--- src/rtl/mux_8b1.sv ---
// ---------------------------------------------------------------------------
// mux_8b1
//
// 8-input, 1-bit-wide multiplexer driven by a one-hot 8-bit select. This is
// the bit-slice building block for the wider datapath muxes in the processor.
// The data output is produced combinationally. A registered copy of that
// output and a registered select-validity flag are also provided.
//
// Ports
//   CLK      in   1  system clock, rising-edge active
//   rst_n    in   1  asynchronous active-low reset
//   A..H     in   1  data inputs 0..7, selected by S[0]..S[7]
//   S        in   8  one-hot select
//   O        out  1  combinational mux output (OR of all selected inputs)
//   O_q      out  1  O registered on CLK
//   sel_err  out  1  registered flag: S was not exactly one-hot at last edge
//   err_cnt  out  8  saturating count of edges with an invalid select
//                    (present only when MUX8B1_ERRCNT_EN is defined)
//
// Configuration
//   MUX8B1_ERRCNT_EN  when defined, adds the err_cnt port and its counter.
//                     Nothing else in the design changes.
// ---------------------------------------------------------------------------
module mux_8b1 (
    input  logic       CLK,
    input  logic       rst_n,
    input  logic       A,
    input  logic       B,
    input  logic       C,
    input  logic       D,
    input  logic       E,
    input  logic       F,
    input  logic       G,
    input  logic       H,
    input  logic [7:0] S,
    output logic       O,
    output logic       O_q,
    output logic       sel_err
`ifdef MUX8B1_ERRCNT_EN
    ,
    output logic [7:0] err_cnt
`endif
);

    logic [7:0] dataIn;
    logic [7:0] selTerm;
    logic       selOneHot;

    logic       outReg_q;
    logic       outReg_d;
    logic       selErr_q;
    logic       selErr_d;

    assign dataIn = {H, G, F, E, D, C, B, A};

    // The mux is built as a flat AND-OR. Each input is gated by its own
    // select bit, so an X/Z on an unselected input is ANDed with 0 and cannot
    // reach O. With multi-hot selects, the selected inputs are simply ORed
    // together, and no select bit has priority over another.
    assign selTerm = dataIn & S;
    assign O       = |selTerm;

    // S is exactly one-hot when it is non-zero and has no second bit set.
    // Clearing the lowest set bit (S & (S-1)) leaves zero only in that case.
    assign selOneHot = (S != 8'd0) && ((S & (S - 8'd1)) == 8'd0);

    // Next-state values for the two status registers.
    always_comb begin
        outReg_d = O;
        selErr_d = ~selOneHot;
    end

    // Registered output and select-error flag. Reset clears both
    // immediately, so no value pending from before the reset survives it.
    always_ff @(posedge CLK or negedge rst_n) begin
        if (!rst_n) begin
            outReg_q <= 1'b0;
            selErr_q <= 1'b0;
        end else begin
            outReg_q <= outReg_d;
            selErr_q <= selErr_d;
        end
    end

    assign O_q     = outReg_q;
    assign sel_err = selErr_q;

`ifdef MUX8B1_ERRCNT_EN
    logic [7:0] errCnt_q;
    logic [7:0] errCnt_d;

    // The counter advances once for every edge that sees an invalid select.
    // It sticks at 255 so a long-running fault never wraps back to a small
    // value.
    always_comb begin
        errCnt_d = errCnt_q;
        if (!selOneHot && (errCnt_q != 8'hFF)) begin
            errCnt_d = errCnt_q + 8'd1;
        end
    end

    // Error counter register, cleared asynchronously with the rest of the
    // state.
    always_ff @(posedge CLK or negedge rst_n) begin
        if (!rst_n) begin
            errCnt_q <= 8'd0;
        end else begin
            errCnt_q <= errCnt_d;
        end
    end

    assign err_cnt = errCnt_q;
`endif

endmodule

--- config.mk ---
export PLATFORM = sky130hd
export DESIGN_NAME = mux_8b1
export DESIGN_NICKNAME = d
export VERILOG_FILES = /design/src/rtl/mux_8b1.sv
export SDC_FILE = /design/constraint.sdc
export NUM_CORES = 1
export LEC_CHECK = 0
export ABC_AREA = 1
export BUFFER_PORTS_ARGS = -buffer_cell sky130_fd_sc_hd__buf_4
export CORE_AREA = 10 10 47 49
export CTS_CLUSTER_SIZE = 25
export DETAILED_ROUTE_END_ITERATION = 8
export DIE_AREA = 0 0 57 59
export MAX_ROUTING_LAYER = met4
export PLACE_DENSITY_LB_ADDON = 0.05
export SYNTH_ARGS = -nofsm -noshare
export SYNTH_HDL_FRONTEND = slang
export SYNTH_SLANG_ARGS = --single-unit
--- constraint.sdc ---
create_clock -name CLK -period 0.8 [get_ports CLK]
set_input_delay 0.12 -clock CLK [delete_from_list [all_inputs] [get_ports CLK]]
set_output_delay 0.12 -clock CLK [all_outputs]
set_load 0.005 [all_outputs]
==> qor.csv <==
metric,value,unit
max_slew headroom,0.909,
CP Cell Sequence,buf_8 > a22o_1 > nor2_1 > nand2_2 > buf_6,
via/cell ratio,4.04,
CTS sink cnt,2,
Least-Margin Pin Slew,0.136,ns
count of pins over their slew limit,0,
Worst-path clk slew,0.03,ns
final setup vio count,3,
number of distinct library cells after synthesis,10,
Final ANT Viol Nets,0,
max cap viols,0,
DR pass1 iterations,2,
"slowest stage delay, CP",0.22,ns
LEAKAGE,0.285,nW
die area,3360,sq um
"Arr. time, crit path",0.75,ns
TNS Setup,-0.0917,ns
# rows,14,
min Tclk post-route,0.867,ns
All-Layer GR Usage,0.0575,
"Avg Cell Area, Syn",5.65,sq um
"commonest non-fill, non-tap cell in the layout",nand2_1,
grt total ovfl,0,
Bufs and invs on worst path,2,
post-synthesis register bit count,2,
clk buf depth,2,
worst-path maximum fanout,3,
Routability Congestion,0.719,
CTS tree,done,
total power,0.000528,W
Synth Cell Area,231,sq um
"Req. time, crit path",0.68,ns
share of the synthesized area in the top cell type,0.243,
Final period util,1.08,
Critical Path Source Type,input pin,
routed via count,335,
largest net degree at the start of global routing,5,
final wirelength,915,microns
Max rail drop VDD,0.000399,V
initial antenna violation count,0,
fmax,1.15,GHz
layout cells sized above 1,0.463,
Wirelength per Cell,11.0,microns
vias in the first global route,365,
"area leader, netlist",nand2_1,
post-place setup slack,-0.120,ns
core area,1400,sq um
Hold Crit Class,input pin to register,
antenna cells,0,
sequential cell area fraction in the yosys report,0.216,
CTS Buf Count,3,
chip width,57,microns
syn nets,59,
yosys warns,0,
H-Tree Depth,1,
synth top area cells,"nand2_1 24%, dfrtp_1 22%, inv_1 13%, a22o_1 11%, nor2_1 9.7%",
DRC violations left,0,
# IOs,21,
"leading cell types in the layout, fill and taps excluded","14 x nand2_1, 12 x buf_4, 8 x inv_1, 8 x buf_6, 5 x nor2_1",
crit path capture type,output port,
clock root buffer,clkbuf_4,
1st-iter DRT viols,1,
DP HPWL,791,microns
Final Hold Viols,0,
Area growth syn-to-layout,123,%
status,"finished, violations left",
pwr/cell area,1020,nW/um^2
RSZ-0062 raised after global routing,true,
Initial Util,0.165,
first-pass GRT wire length,1450,microns
Final #Nets,87,
CP top delay family,compound AO/OA/AOI/OAI gates,
critical path class,input pin to output port,
violated checks,setup timing,
final worst slack,-0.0668,ns
Gate Count Post-Synth,41,
Buffers on Ports,20,
DIE HEIGHT,59,microns
CP max stage cell,a22o_1,
layout make-up:
type	instances	area, sq um
Multi-Input combinational cell	31	174
Sequential cell	2	50.0
Fill cell	166	885
Timing Repair Buffer	23	220
Clock buffer	3	22.5
Inverter	8	30.0
Tap cell	16	20.0
synth_stat cells:
master   count
nor2_1       6
nand3_1      3
a22o_2       1
nand2_1     15
and2_4       1
nand2_2      1
dfrtp_1      2
a22o_1       3
nor2_2       1
inv_1        8
sequential cells by signal, summed over array words and instances (netlist names):
name	cells
sel_err	1
O_q	1
path summary, 6_finish.rpt:
path                       cells past startpoint  slack (ns)  startpoint      end
worst max-delay path                           5       -0.07        S[6]        O
worst min-delay path                           5        0.19        S[6]  sel_err
min in group asynchronous                      2        0.22       rst_n  sel_err
max in group asynchronous                      2        0.49       rst_n      O_q
routing by layer:
metal | up-vias | part of all wire | track usage
li1 | 180 | - | -
met1 | 147 | 0.34 | 0.0478
met2 | 8 | 0.60 | 0.104
met3 | 0 | 0.058 | 0.0150
met4 | 0 | 0 | 0.0503
met5 | - | 0 | -
where the power goes:
group | total [W] | switching, W | leakage [nW] | internal [W]
registers | 0.000107 | 0.00000137 | 0.0182 | 0.000105
logic | 0.000199 | 0.0000726 | 0.253 | 0.000127
clock network | 0.000222 | 0.0000562 | 0.0138 | 0.000165
worst min-delay path: stages:
cell,delay (ns)
buf_8,0.07
nand2_1,0.04
inv_1,0.04
nor2_1,0.04
nand2_1,0.06
what timing repair did:
item	CTS	global route
gates resized for setup	9	8
endpoints found under the setup margin	3	4
setup buffers	1	0
endpoints found under the hold margin	2	0
pin swaps	5	5
cloned	0	0
hold buffers	1	0
metrics by stage:
step                std cells  area [sq um]   util  hold slack [ns]
detailed placement         78           409  0.292          -0.0965
global placement           78           409  0.292          -0.0959
floorplan                  41           231      -           -0.176
CTS                        83           485  0.346            0.207
global route               83           517  0.369            0.218
finish                     83           517  0.369            0.191
kinds of logic after synthesis:
| group | count (synthesis) | synth area share |
|---|---|---|
| simple gates | 27 | 0.497 |
| buf+inv | 8 | 0.130 |
| compound gates | 4 | 0.157 |
| flops | 2 | 0.216 |
Power figures use the tool's default switching activity.
